===== config.mk =====
export PLATFORM = sky130hd
export DESIGN_NAME = aes_mode_ctrl
export DESIGN_NICKNAME = d
export VERILOG_FILES = /design/src/rtl/aes_mode_ctrl.sv
export SDC_FILE = /design/constraint.sdc
export NUM_CORES = 2
export LEC_CHECK = 0
export BUFFER_PORTS_ARGS = -buffer_cell sky130_fd_sc_hd__buf_4
export CORE_AREA = 2 2 357 359
export CTS_BUF_LIST = sky130_fd_sc_hd__clkbuf_4
export DETAILED_ROUTE_END_ITERATION = 6
export DIE_AREA = 0 0 359 361
export PLACE_DENSITY = 0.63
export SETUP_SLACK_MARGIN = 0.3
export SLEW_MARGIN = 20
export SYNTH_ARGS = -nofsm -noshare
export SYNTH_HDL_FRONTEND = slang
export SYNTH_SLANG_ARGS = --single-unit

===== constraint.sdc =====
create_clock -name clk_sys -period 6.7 [get_ports clk_sys]
set_input_delay 0 -clock clk_sys [delete_from_list [all_inputs] [get_ports clk_sys]]
set_output_delay 0 -clock clk_sys [all_outputs]
set_load 0.005 [all_outputs]

===== src/rtl/aes_mode_ctrl.sv =====
// AES block-mode controller.
// Sequences ECB, CBC-encrypt and CTR messages through an external single-block
// cipher engine, one block in flight at a time. Finished blocks go into a
// first-word-fall-through output FIFO.
module aes_mode_ctrl #(
   parameter int DEPTH = 4,   // output FIFO entries, power of 2, >= 2
   parameter int CNT_W = 16   // width of the completed-block counter
) (
   input  logic             clk_sys,
   input  logic             rst_n,
   input  logic             start,
   input  logic [1:0]       mode,
   input  logic [127:0]     iv,
   input  logic [127:0]     key_in,
   input  logic             in_valid,
   output logic             in_ready,
   input  logic [127:0]     in_data,
   input  logic             in_last,
   output logic [127:0]     eng_key,
   output logic [127:0]     eng_text,
   output logic             eng_en,
   input  logic [127:0]     eng_result,
   input  logic             eng_ready,
   output logic             out_valid,
   input  logic             out_ready,
   output logic [127:0]     out_data,
   output logic             out_last,
   output logic             busy,
   output logic [CNT_W-1:0] blk_cnt,
   output logic             mode_err
);

   localparam int PTR_W  = $clog2(DEPTH);
   localparam int FCNT_W = PTR_W + 1;

   typedef enum logic [1:0] {IDLE, WAIT_IN, ISSUE, ENG_RUN} state_t;
   typedef enum logic [1:0] {
      MODE_ECB = 2'b00,
      MODE_CBC = 2'b01,
      MODE_CTR = 2'b10,
      MODE_RSV = 2'b11
   } mode_t;

   state_t             state;
   mode_t              mode_q;
   logic [127:0]       chain;      // CBC chaining value or CTR counter block
   logic [127:0]       data_q;     // plaintext of the block in flight
   logic               last_q;
   logic [127:0]       text_sel;
   logic [127:0]       push_data;
   logic               push;
   logic               pop;

   logic [128:0]       fifo_mem [DEPTH];  // {ciphertext, last}
   logic [PTR_W-1:0]   wr_ptr;
   logic [PTR_W-1:0]   rd_ptr;
   logic [FCNT_W-1:0]  count;

   // A block is only accepted while a FIFO slot is free; since only one block
   // is ever in flight, that slot is still free when the engine finishes.
   assign in_ready  = (state == WAIT_IN) && (count < FCNT_W'(DEPTH));
   assign busy      = (state != IDLE);
   assign push      = (state == ENG_RUN) && eng_ready;
   assign pop       = out_valid && out_ready;
   assign out_valid = (count != '0);
   assign out_data  = out_valid ? fifo_mem[rd_ptr][128:1] : '0;
   assign out_last  = out_valid & fifo_mem[rd_ptr][0];
   assign push_data = (mode_q == MODE_CTR) ? (eng_result ^ data_q) : eng_result;

   // Engine input block for the plaintext being accepted this cycle.
   always_comb begin
      // NOTE: default assignment first so no path leaves text_sel unassigned (no latch).
      text_sel = in_data;
      case (mode_q)
         MODE_CBC: text_sel = in_data ^ chain;
         MODE_CTR: text_sel = chain;
         default:  text_sel = in_data;   // ECB and reserved mode
      endcase
   end

   // Message sequencer: latches message context, issues blocks, chains results.
   always_ff @(posedge clk_sys or negedge rst_n) begin
      if (!rst_n) begin
         state    <= IDLE;
         mode_q   <= MODE_ECB;
         chain    <= '0;
         data_q   <= '0;
         last_q   <= 1'b0;
         eng_key  <= '0;
         eng_text <= '0;
         eng_en   <= 1'b0;
         blk_cnt  <= '0;
         mode_err <= 1'b0;
      end else begin
         // NOTE: non-blocking assignments so every register samples pre-edge values.
         eng_en <= 1'b0;
         case (state)
            IDLE: begin
               if (start) begin
                  mode_q  <= mode_t'(mode);
                  chain   <= iv;
                  eng_key <= key_in;
                  blk_cnt <= '0;
                  if (mode_t'(mode) == MODE_RSV) mode_err <= 1'b1;
                  state   <= WAIT_IN;
               end
            end
            WAIT_IN: begin
               if (in_valid && in_ready) begin
                  data_q   <= in_data;
                  last_q   <= in_last;
                  eng_text <= text_sel;
                  eng_en   <= 1'b1;
                  state    <= ISSUE;
               end
            end
            ISSUE: begin
               state <= ENG_RUN;
            end
            ENG_RUN: begin
               if (eng_ready) begin
                  blk_cnt <= blk_cnt + CNT_W'(1);
                  if (mode_q == MODE_CBC) chain <= eng_result;
                  if (mode_q == MODE_CTR) chain[31:0] <= chain[31:0] + 32'd1;
                  state <= last_q ? IDLE : WAIT_IN;
               end
            end
            default: state <= IDLE;
         endcase
      end
   end

   // FIFO storage write port.
   always_ff @(posedge clk_sys) begin
      // NOTE: storage array is not reset; out_valid gates every read of it.
      if (push) fifo_mem[wr_ptr] <= {push_data, last_q};
   end

   // FIFO pointers and occupancy; pointers wrap naturally at DEPTH.
   always_ff @(posedge clk_sys or negedge rst_n) begin
      if (!rst_n) begin
         wr_ptr <= '0;
         rd_ptr <= '0;
         count  <= '0;
      end else begin
         if (push) wr_ptr <= wr_ptr + PTR_W'(1);
         if (pop)  rd_ptr <= rd_ptr + PTR_W'(1);
         case ({push, pop})
            2'b10:   count <= count + FCNT_W'(1);
            2'b01:   count <= count - FCNT_W'(1);
            default: count <= count;
         endcase
      end
   end

endmodule


==> metrics.txt, run 1 <==
result of the run=did not finish; failing step=4_1_cts; Halt Reason=[ERROR RSZ-0060] Max buffer count reached.; Die Height=361 um; ys async rst share=51.2%; synthesized cell area=47,100 um^2; area of placed instances=55,700 um^2; dominant synthesized flop cell=dfrtp_1; warnings from Yosys=0; flops & latches, synth=1,058; Longest Clk Path Bufs=4; Synth top area share=32.9%; # resized after CTS=0; Root Buffer=clkbuf_4; synth unique cells=69; Setup WS pre-CTS=3060 ps; Starting Density=37.6%; hpwl dp=106 mm; Mapped Avg Cell Area=12.5 um^2; Post-CTS Setup Inserts=0; Post-CTS Hold Buffers=1,335; H-tree levels=5; I/O Buffers=926; Post-Syn Nets=4,308; global placer's final weighted congestion=0.852; Post-synth EDFFs=516; Yosys top cell by area=edfxtp_1; sequential share of the synthesized area=61.7%; Area contributors post-synth=edfxtp_1 33%, dfrtp_1 29%, mux4_2 6.2%, nand2_1 4.4%, mux2_2 3.1%; cell count after synthesis=3,773; Die X=359 um; clock sink count=1,058; CTS Buf Count=312; Std-Cell Rows=130; io pins=927
through the flow:
stage,std cells,hold WS [ps]
2_1_floorplan,3773,-296
3_5_place_dp,6143,-77.5
3_3_place_gp,6143,-80.0
logic make-up after synthesis:
group	count (synthesis)	synth area share (%)
multiplexers	366	11.6
XOR/XNOR	155	2.88
adder cells (fa/ha/maj)	14	0.388
flip-flops	1058	61.7
buffers and inverters	272	2.29
AO/OA/AOI/OAI	610	7.91
AND/OR/NAND/NOR	1298	13.3
synthesized netlist by cell type, drive strengths merged (2+ instances only):
| cell type | count |
|---|---|
| and4 | 2 |
| a22oi | 138 |
| mux4 | 129 |
| nor4 | 5 |
| o21ai | 175 |
| dfrtp | 542 |
| xnor2 | 134 |
| nor3 | 12 |
| clkbuf | 192 |
| and2 | 134 |
| a21o | 2 |
| xor2 | 21 |
| a22o | 2 |
| o211ai | 12 |
| and3 | 14 |
| inv | 25 |
| a21oi | 118 |
| o31ai | 2 |
| mux2i | 107 |
| a41oi | 3 |
| ha | 13 |
| buf | 54 |
| o22ai | 3 |
| edfxtp | 516 |
| a222oi | 3 |
| or3 | 5 |
| nor2b | 131 |
| nor3b | 121 |
| mux2 | 130 |
| a31oi | 132 |
| nand3 | 19 |
| nand4 | 21 |
| a221oi | 5 |
| nor2 | 267 |
| or4 | 2 |
| nand2b | 2 |
| nand2 | 558 |
| a211oi | 3 |
==> run 2: changes to the inputs <==
Settings changed: CORE_AREA 2 2 357 359 to not set, CORE_MARGIN set to 1, CORE_UTILIZATION set to 30, CTS_BUF_LIST sky130_fd_sc_hd__clkbuf_4 to not set, DIE_AREA 0 0 359 361 to not set, PLACE_DENSITY 0.63 to not set, PLACE_DENSITY_LB_ADDON set to 0.15, SETUP_SLACK_MARGIN 0.3 to not set.
==> metrics.txt, run 2 <==
CP Data Arrival Time=5060 ps; Synth top area share=32.9%; most common cell after layout, fill and taps aside=buf_4; Post-CTS Setup Inserts=0; worst skew pair latency=760 ps; io pins=927; Leak=0.0276 uW; fin. max-slew vios=0; Nets=6,058; average vias per placed instance=4.85; warnings from Yosys=0; Crit path required time=7330 ps; Starting Density=30.2%; Tot GR Track Use=21.2%; Area contributors post-synth=edfxtp_1 33%, dfrtp_1 29%, mux4_2 6.2%, nand2_1 4.4%, mux2_2 3.1%; Final ANT Viol Nets=0; crit path kind=reg2reg; H-tree levels=4; Die X=398 um; flops & latches, synth=1,058; DRT Pass-1 Iters=6; Yosys top cell by area=edfxtp_1; layout cells sized above 1=25.8%; CP Capture Type=register; first-pass GRT wire length=252 mm; cell count after synthesis=3,773; DIE AREA=159,000 um^2; Commonest cells post-synth=557 x nand2_1, 542 x dfrtp_1, 516 x edfxtp_1; wire length per cell=22.3 um; cell with the most instances after synthesis=nand2_1; CTS Buf Count=130; dominant synthesized flop cell=dfrtp_1; internal reg-to-reg setup slack=2280 ps; clock sink count=1,058; CP Max Fanout=68; Std-Cell Rows=145; Post-Syn Nets=4,308; final WL=171 mm; drt drc=0; most frequent cells in the layout=953 x buf_4, 895 x dlygate4sd3_1, 556 x nand2_1; worst-margin pin slew=1090 ps; result of the run=completed; Layout Utilization=44.7%; hpwl dp=110 mm; Setup WS pre-CTS=3260 ps; Mapped Avg Cell Area=12.5 um^2; initial antenna violation count=10; Final Hold Slack=58.1 ps; final hold vios=0; P&R area growth vs syn=48.1%; setup_tns=0 ps; Setup Viol. Count Final=0; synth unique cells=69; total gr overflow=0; DR iter-0 viols=2,180; Worst-path clk slew=60 ps; Pwr per Cell Area=439 nW/um^2; setup ws final=2280 ps; max FFs per register=516; unrepaired setup endpoints after global routing=false; Hold Path Class=in2reg; via count of the first global-routing pass=39,000; clk_skew=43.9 ps; CTS tree=yes; min Tclk post-route=4420 ps; Post-synth EDFFs=516; I/O Buffers=926; largest net degree at the start of global routing=183; Die Height=398 um; global placer's final weighted congestion=0.812; CP Launch Type=register; Post-CTS Hold Buffers=896; Largest Register=fifo_mem; maximum vdd drop=0.468 mV; Fmax=226 MHz; fin crit share=66.0%; Root Buffer=clkbuf_16; Max-slew headroom=27.5%; ys async rst share=51.2%; Final Total Pwr=30,600 uW; via count=37,300; synthesized cell area=47,100 um^2; core area=156,000 um^2; # resized after CTS=0; Max-Cap Viols=0; sequential share of the synthesized area=61.7%; Longest Clk Path Bufs=3
-- run 2: worst paths after layout --
check,start,to,depth (start not counted)
hold / removal,key_in[115],eng_key[115]$_DFFE_PN0P_,3
setup / recovery,mode_q[0]$_DFFE_PN0P_,chain[17]$_DFFE_PN0P_,10
hold reg to reg,data_q[44]$_DFFE_PN0P_,data_q[44]$_DFFE_PN0P_,2
min in group asynchronous,rst_n,chain[106]$_DFFE_PN0P_,4
setup reg to reg,mode_q[0]$_DFFE_PN0P_,chain[17]$_DFFE_PN0P_,10
max in group asynchronous,rst_n,data_q[56]$_DFFE_PN0P_,5
-- run 2: worst max-delay path, stage by stage (launching register included) --
cell and delay (ps):
dfrtp_1 410, inv_1 120, ha_4 330, buf_4 710, nor2_1 470, a22oi_1 260, dlygate4sd3_1 590, o41a_1 150
dlygate4sd3_1 560, o21ai_1 60, dlygate4sd3_1 570
-- run 2: metal layers --
layer / wire [um] / up-vias / GRT usage (%) / part of all wire (%)
li1: - / 17100 / - / -
met1: 69500 / 18800 / 25.8 / 41
met2: 85900 / 1103 / 36.7 / 50
met3: 10600 / 258 / 4.85 / 6.2
met4: 5380 / 4 / 7.18 / 3.1
met5: 32 / - / 0 / 0.019
-- run 2: kinds of logic (layout without fill, tap and decap cells) --
kind of cell | Yosys count | in the layout | synth area share (%)
other cells | 0 | 8 | 0
buf+inv | 272 | 2129 | 2.29
compound gates | 610 | 610 | 7.91
mux | 366 | 366 | 11.6
flops | 1058 | 1058 | 61.7
fa+ha+maj | 14 | 14 | 0.388
simple gates | 1298 | 1298 | 13.3
xor+xnor | 155 | 155 | 2.88
-- run 2: where the power goes --
group / leakage (uW) / internal [uW] / total [uW] / switching, uW
Combinational: 0.0144 / 6180 / 12900 / 6700
Clock: 0.00217 / 4390 / 7330 / 2950
Sequential: 0.0111 / 8970 / 10400 / 1450
-- run 2: layout make-up --
cell class	instances	area [um^2]
Clock buffer	175	3630
Antenna cell	8	20.0
Clock inverter	64	846
Tap cell	2058	2570
Fill cell	14500	86300
Inverter	26	105
Multi-Input combinational cell	2443	17100
Sequential cell	1058	29100
Timing Repair Buffer	1864	16400
-- run 2: per-stage QoR --
| step | cells | instance area [um^2] |
|---|---|---|
| detailed placement | 6553 | 56300 |
| CTS | 7688 | 69700 |
| global route | 7696 | 69700 |
| finish | 7696 | 69700 |
| global placement | 6553 | 56300 |
| floorplan | 3773 | 47100 |
No activity file was read; power rests on OpenSTA's default activity.
